$ cat config.mk
export PLATFORM = sky130hd
export DESIGN_NAME = mem_stage
export DESIGN_NICKNAME = d
export VERILOG_FILES = /design/src/rtl/mips_pkg.sv /design/src/rtl/mem_align.sv /design/src/rtl/mem_stage.sv
export SDC_FILE = /design/constraint.sdc
export NUM_CORES = 1
export LEC_CHECK = 0
export ABC_AREA = 1
export CELL_PAD_IN_SITES_DETAIL_PLACEMENT = 2
export CELL_PAD_IN_SITES_GLOBAL_PLACEMENT = 2
export CORE_MARGIN = 3
export CORE_UTILIZATION = 27
export DETAILED_ROUTE_END_ITERATION = 8
export MAX_ROUTING_LAYER = met4
export PLACE_DENSITY_LB_ADDON = 0.1
export SLEW_MARGIN = 25
export SYNTH_ARGS = -nofsm -noshare
export SYNTH_HDL_FRONTEND = slang
export SYNTH_SLANG_ARGS = --single-unit
$ cat constraint.sdc
create_clock -name CLK -period 4.1 [get_ports CLK]
set_clock_uncertainty 0.15 [all_clocks]
set_input_delay 0.82 -clock CLK [delete_from_list [all_inputs] [get_ports CLK]]
set_output_delay 0.82 -clock CLK [all_outputs]
set_load 0.05 [all_outputs]
$ cat src/rtl/mips_pkg.sv
// Shared opcode constants, FSM state and access-kind types for the MIPS memory stage.
package mips_pkg;

    localparam logic [5:0] OP_LB  = 6'h20;
    localparam logic [5:0] OP_LH  = 6'h21;
    localparam logic [5:0] OP_LW  = 6'h23;
    localparam logic [5:0] OP_LBU = 6'h24;
    localparam logic [5:0] OP_LHU = 6'h25;
    localparam logic [5:0] OP_SB  = 6'h28;
    localparam logic [5:0] OP_SH  = 6'h29;
    localparam logic [5:0] OP_SW  = 6'h2B;

    typedef enum logic [1:0] {IDLE, ACCESS, RESP} state_t;

    // Access width plus load extension; stores reuse the unsigned byte/half kinds.
    typedef enum logic [2:0] {EXT_BS, EXT_BU, EXT_HS, EXT_HU, EXT_W} ext_t;

    function automatic logic is_load(input logic [5:0] op);
        return (op == OP_LB) || (op == OP_LH) || (op == OP_LW) ||
               (op == OP_LBU) || (op == OP_LHU);
    endfunction

    function automatic logic is_store(input logic [5:0] op);
        return (op == OP_SB) || (op == OP_SH) || (op == OP_SW);
    endfunction

    function automatic ext_t op_ext(input logic [5:0] op);
        case (op)
            OP_LB:          return EXT_BS;
            OP_LBU, OP_SB:  return EXT_BU;
            OP_LH:          return EXT_HS;
            OP_LHU, OP_SH:  return EXT_HU;
            default:        return EXT_W;
        endcase
    endfunction

    function automatic logic misaligned(input ext_t ext, input logic [1:0] offs);
        case (ext)
            EXT_HS, EXT_HU: return offs[0];
            EXT_W:          return offs != 2'b00;
            default:        return 1'b0;
        endcase
    endfunction

endpackage

$ cat src/rtl/mem_align.sv
// Combinational store lane replication / byte enables and load byte-half extraction with extension.
module mem_align
    import mips_pkg::*;
(
    input  ext_t        ext,
    input  logic [1:0]  offs,
    input  logic [31:0] store_data,
    input  logic [31:0] rdata,
    output logic [31:0] wdata,
    output logic [3:0]  be,
    output logic [31:0] load_data
);

    logic [7:0]  sel_byte;
    logic [15:0] sel_half;

    always_comb begin
        wdata = store_data;
        be    = 4'b1111;
        case (ext)
            EXT_BS, EXT_BU: begin
                wdata = {4{store_data[7:0]}};
                be    = 4'b0001 << offs;
            end
            EXT_HS, EXT_HU: begin
                wdata = {2{store_data[15:0]}};
                be    = offs[1] ? 4'b1100 : 4'b0011;
            end
            default: ;
        endcase
    end

    always_comb begin
        sel_byte = rdata[7:0];
        case (offs)
            2'd1:    sel_byte = rdata[15:8];
            2'd2:    sel_byte = rdata[23:16];
            2'd3:    sel_byte = rdata[31:24];
            default: ;
        endcase
        sel_half = offs[1] ? rdata[31:16] : rdata[15:0];
    end

    always_comb begin
        load_data = rdata;
        case (ext)
            EXT_BS:  load_data = {{24{sel_byte[7]}}, sel_byte};
            EXT_BU:  load_data = {24'h0, sel_byte};
            EXT_HS:  load_data = {{16{sel_half[15]}}, sel_half};
            EXT_HU:  load_data = {16'h0, sel_half};
            default: ;
        endcase
    end

endmodule

$ cat src/rtl/mem_stage.sv
// MIPS memory-access stage: req/ack data bus, upstream stall, registered write-back result.
// Optional bus timeout enabled by defining MEM_TIMEOUT_EN.
module mem_stage
    import mips_pkg::*;
#(
    parameter int TIMEOUT = 255
) (
    input  logic        CLK,
    input  logic        RST,
    input  logic        InValid,
    input  logic [31:0] Ins,
    input  logic [31:0] Result,
    input  logic [31:0] Rdata2,
    output logic        Stall,
    output logic        MemReq,
    output logic        MemWe,
    output logic [31:0] MemAddr,
    output logic [3:0]  MemBe,
    output logic [31:0] MemWdata,
    input  logic [31:0] MemRdata,
    input  logic        MemAck,
    output logic        WBvalid,
    output logic [31:0] WBdata,
    output logic [31:0] WBins,
    output logic        AddrErr,
    output logic        BusErr
);

    if (TIMEOUT < 1) begin : g_timeout_check
        $error("mem_stage: TIMEOUT must be at least 1");
    end

    state_t      state, state_nxt;
    logic [5:0]  op;
    logic        op_load, op_store, op_mem, op_bad;
    ext_t        ext_live, ext_q, ext_sel;
    logic [1:0]  offs_q, offs_sel;
    logic [31:0] ins_q;
    logic [31:0] gen_wdata, load_data;
    logic [3:0]  gen_be;
    logic        accept_mem;
    logic        time_out;

    assign op         = Ins[31:26];
    assign op_load    = is_load(op);
    assign op_store   = is_store(op);
    assign op_mem     = op_load | op_store;
    assign ext_live   = op_ext(op);
    assign op_bad     = misaligned(ext_live, Result[1:0]);
    assign accept_mem = (state == IDLE) & InValid & op_mem & ~op_bad;

    // Live operands format the store on entry; latched ones format the load on ack.
    assign ext_sel  = (state == IDLE) ? ext_live : ext_q;
    assign offs_sel = (state == IDLE) ? Result[1:0] : offs_q;

    mem_align u_align (
        .ext        (ext_sel),
        .offs       (offs_sel),
        .store_data (Rdata2),
        .rdata      (MemRdata),
        .wdata      (gen_wdata),
        .be         (gen_be),
        .load_data  (load_data)
    );

`ifdef MEM_TIMEOUT_EN
    localparam int CW = ($clog2(TIMEOUT + 1) > 8) ? $clog2(TIMEOUT + 1) : 8;
    logic [CW-1:0] to_cnt;

    // Fires on the last permitted ACCESS cycle; a simultaneous MemAck takes priority.
    assign time_out = (state == ACCESS) & ~MemAck & (to_cnt == CW'(TIMEOUT - 1));

    always_ff @(posedge CLK or negedge RST) begin
        if (!RST) begin
            to_cnt <= '0;
            BusErr <= 1'b0;
        end else begin
            BusErr <= time_out;
            if (state != ACCESS)
                to_cnt <= '0;
            else if (!MemAck)
                to_cnt <= to_cnt + 1'b1;
        end
    end
`else
    assign time_out = 1'b0;
    assign BusErr   = 1'b0;
`endif

    always_ff @(posedge CLK or negedge RST) begin
        if (!RST)
            state <= IDLE;
        else
            state <= state_nxt;
    end

    always_comb begin
        state_nxt = state;
        Stall     = 1'b0;
        case (state)
            IDLE: begin
                Stall = accept_mem;
                if (accept_mem)
                    state_nxt = ACCESS;
            end
            ACCESS: begin
                Stall = 1'b1;
                if (MemAck)
                    state_nxt = RESP;
                else if (time_out)
                    state_nxt = IDLE;
            end
            RESP:    state_nxt = IDLE;
            default: state_nxt = IDLE;
        endcase
    end

    always_ff @(posedge CLK or negedge RST) begin
        if (!RST) begin
            MemReq   <= 1'b0;
            MemWe    <= 1'b0;
            MemAddr  <= '0;
            MemBe    <= '0;
            MemWdata <= '0;
            WBvalid  <= 1'b0;
            WBdata   <= '0;
            WBins    <= '0;
            AddrErr  <= 1'b0;
            ins_q    <= '0;
            ext_q    <= EXT_BS;
            offs_q   <= '0;
        end else begin
            WBvalid <= 1'b0;
            AddrErr <= 1'b0;
            case (state)
                IDLE: begin
                    if (InValid && !op_mem) begin
                        WBvalid <= 1'b1;
                        WBdata  <= Result;
                        WBins   <= Ins;
                    end else if (InValid && op_bad) begin
                        AddrErr <= 1'b1;
                    end else if (accept_mem) begin
                        MemReq   <= 1'b1;
                        MemWe    <= op_store;
                        MemAddr  <= {Result[31:2], 2'b00};
                        MemBe    <= op_store ? gen_be : 4'b1111;
                        MemWdata <= op_store ? gen_wdata : 32'h0;
                        ins_q    <= Ins;
                        ext_q    <= ext_live;
                        offs_q   <= Result[1:0];
                    end
                end
                ACCESS: begin
                    if (MemAck) begin
                        MemReq  <= 1'b0;
                        WBvalid <= 1'b1;
                        WBdata  <= MemWe ? 32'h0 : load_data;
                        WBins   <= ins_q;
                    end else if (time_out) begin
                        MemReq <= 1'b0;
                    end
                end
                default: ;
            endcase
        end
    end

endmodule

==> metrics.csv <==
stage,metric,value,unit
place,IO buf count,266,
detailed_routing,total number of vias,7942,
timing,"Slew Viols, Final",0,
setup_path,"critical path, cell by cell",clkdlybuf4s50_1 -> inv_1 -> nand3b_1 -> nor2_1 -> o21ai_1 -> o21ai_1 -> nand3_4 -> nand2_1 -> buf_12,
detailed_routing,final wirelength,32000,um
setup_path,r2r worst-path depth,9,
place,Post-DP Area,0.0112,mm^2
clocking,H-tree level count,4,
floorplan,Die H,179,um
synthesis,Synth Area in Simple Gates,26.4,%
synthesis,Synth Area in Adders,0,%
clocking,cts bufs inserted,17,
setup_path,WP data arrival,2.66,ns
timing,RSZ-0062 raised after global routing,false,
timing,f_max,275,MHz
synthesis,mux share of post-synthesis cell area,0,%
synthesis,"Cell Area, Synth",0.00812,mm^2
clocking,Skew-Pair Late Insertion Delay,0.44,ns
flow_run,maxcap violations,0,
synthesis,Mean Syn Cell Area,7.75,um^2
pwr,Clk pwr share,29.5,%
detailed_routing,vias per std cell,4.70,
setup_path,reg-to-reg critical path endpoint,WBdata[0],
clocking,clock root cell,clkbuf_16,
layout,Final Cell Area,0.0118,mm^2
layout,fillers,3373,
timing,Tcrit/Tclk final,88.6,%
global_routing,initial antenna violation count,4,
pwr,P_sw,2.22,mW
pwr,internal power,3.49,mW
synthesis,"Async S/R FF share, synth",100,%
setup_path,worst r2r src,state[1],
pwr,Switching Fraction,38.9,%
run_status,status,"finished, final reports clean",
synthesis,Synth Area in Compound Gates,13.3,%
floorplan,initial core utilization,27.8,%
synthesis,Post-Syn Instances,1048,
global_routing,Overflow after GRT,0,
synthesis,"top cells by area, synth","dfrtp_1 53%, nand2_1 18%, nor2_1 4.8%",
setup_path,Crit Path Max Fanout,15,
clocking,clock sink count,173,
synthesis,post-synth top area cell,dfrtp_1,
setup_path,"slowest stage delay, CP",0.49,ns
clocking,cts hold-fix bufs,0,
pwr,P_leak,5.41,nW
synthesis,"EDFF count, synth",0,
setup_path,Critical Setup Path Class,primary input to primary output,
floorplan,row count,62,
place,post-DP HPWL,22800,um
floorplan,# IOs,270,
timing,fin crit period,3.63,ns
pwr,pwr dens,486,mW/mm^2
timing,relative slew slack,46.6,%
clocking,post-CTS setup buffers,0,
setup_path,Critical Path Slowest Stage Cell,clkdlybuf4s50_1,
timing,Fin Setup TNS,0,ns
synthesis,"flops & latches, synth",173,
synthesis,main flop type after synthesis,dfrtp_1,
timing,"Setup violations, final",0,
clocking,clock buffer depth,2,
layout,ratio of cells with drive above 1 in the final layout,5.30,%
pwr,VDD IR max,222,uV
setup_path,CP Launch Type,primary input,
setup_path,cell mode on critical path,o21ai_1,
hold_path,hold crit path type,primary input to asynchronous set/reset pin,
detailed_routing,wire per inst,18.9,um
setup_path,Crit. End Element,primary output,
floorplan,Die Footprint,0.0322,mm^2
detailed_routing,first-pass iteration count of the detailed router,4,
setup_path,worst path required time,3.13,ns
floorplan,Die W,179,um
clocking,CTS tree,yes,
detailed_routing,Initial DRC Count,359,
synthesis,XOR/XNOR Fraction of Synth Area,0,%
global_routing,number of global-route vias before repair,8815,
synthesis,largest family of logic cells by synthesized area,simple AND/OR/NAND/NOR gates,
synthesis,post-synth cell types,31,
timing,"Hold Violations, Final",0,
clocking,"Reg clk slew, reported paths",0.08,ns
synthesis,share of the synthesized area in the top cell type,53.3,%
layout,final net count,1422,
global_routing,GRT Resource Usage Total,20.9,%
timing,Worst Tran Pin Value,0.801,ns
synthesis,synth warn,0,
pwr,Reg power frac,37.8,%
pwr,Comb pwr share,32.7,%
clocking,post-CTS resize count,0,
synthesis,register area share after synthesis,53.3,%
layout,Area Overhead vs Synth,44.8,%
detailed_routing,ANT nets after route,0,
place,GP Congestion,0.784,
global_routing,pin count of the biggest net entering global routing,98,
floorplan,core area,0.0292,mm^2
setup_path,r2r setup slk,1.54,ns
global_routing,first-pass GRT wire length,50600,um
detailed_routing,DRC,0,
placed cells by master, fill, tap and decap left out, types with 4 or more instances in the layout:
cell type	netlist	layout
dfrtp_1	173	173
inv_2	5	5
o21ai_0	75	75
o211ai_1	5	5
a31oi_1	33	33
inv_8	0	4
o22ai_1	4	4
nand3_1	22	21
nand2_1	399	397
o21ai_1	16	16
nor2_1	104	103
inv_1	62	62
a21oi_1	68	68
clkdlybuf4s50_1	0	264
buf_4	7	15
clkbuf_16	0	17
diode_2	0	4
cell type report:
cell class / count / area [um^2] / share of cell area, %
Sequential cell: 173 / 4330 / 36.8
Timing Repair Buffer: 283 / 2830 / 24.1
Tap cell: 384 / 480 / 4.09
Clock inverter: 13 / 156 / 1.33
Multi-Input combinational cell: 747 / 3270 / 27.8
Inverter: 68 / 255 / 2.17
Clock buffer: 18 / 429 / 3.65
Antenna cell: 4 / 10.0 / 0.0851
state kept, by name, indices dropped and copies added, names as in the netlist, 2 cells and up:
| register | count |
|---|---|
| MemWdata | 32 |
| WBdata | 32 |
| WBins | 32 |
| ins_q | 32 |
| MemAddr | 30 |
| MemBe | 4 |
| ext_q | 3 |
| offs_q | 2 |
| state | 2 |
routing by layer:
metal	vias to the layer above	GRT usage [%]	part of all wire, %
met5	-	-	0
met4	0	4.64	1.3
met3	24	4.51	4.7
met2	168	33.7	49
met1	3941	27.0	45
li1	3809	-	-
power groups by stage:
| stage | logic, mW | clock network (mW) | registers, mW |
|---|---|---|---|
| finish | 1.87 | 1.69 | 2.16 |
| global route | 2.01 | 1.81 | 2.20 |
| CTS | 1.90 | 1.74 | 2.16 |
| detailed placement | 1.89 | 0 | 2.19 |
| global placement | 1.86 | 0 | 2.18 |
| floorplan | 0.406 | 0 | 2.88 |
worst max-delay path by stage:
| stage | start | endpoint | slack [ns] | depth (start not counted) |
|---|---|---|---|---|
| floorplan | Ins[30] | Stall | 0.90 | 9 |
| global placement | Ins[27] | Stall | 0.49 | 9 |
| detailed placement | Ins[27] | Stall | 0.43 | 9 |
| CTS | Ins[27] | Stall | 0.43 | 9 |
| global route | Ins[27] | Stall | 0.28 | 9 |
| finish | Ins[27] | Stall | 0.47 | 9 |
stage by stage:
step           setup slack [ns]  power (mW)  instances  hold WS [ns]  utilization [%]
2_1_floorplan             0.903        3.29       1050         0.290                -
3_3_place_gp              0.491        4.04       1655         0.312             38.2
3_5_place_dp              0.433        4.08       1655         0.313             38.3
4_1_cts                   0.433        5.80       1686         0.320             40.3
5_1_grt                   0.278        6.02       1690         0.312             40.3
6_report                  0.466        5.71       1690         0.273             40.3
synth_stat cells (3+ instances only):
library cell / instances
o21ai_0: 75
buf_4: 7
nand3_1: 22
clkbuf_1: 20
or2_2: 3
dfrtp_1: 173
buf_1: 4
a21oi_1: 68
nand2_1: 399
inv_1: 62
inv_2: 5
o22ai_1: 4
o21ai_1: 16
a31oi_1: 33
nor2_1: 104
o211ai_1: 5
buf_2: 30
cell families after synthesis:
| group | count (synthesis) |
|---|---|
| AO/OA/AOI/OAI | 203 |
| AND/OR/NAND/NOR | 541 |
| other | 1 |
| buffers and inverters | 130 |
| flip-flops | 173 |
worst max-delay path, delay by kind of cell:
kind                   cells  cell delay, ns
buffers and inverters      3            0.76
AOI/OAI and AO/OA          2            0.26
and+or+nand+nor            4            0.81
Power figures use the tool's default switching activity.
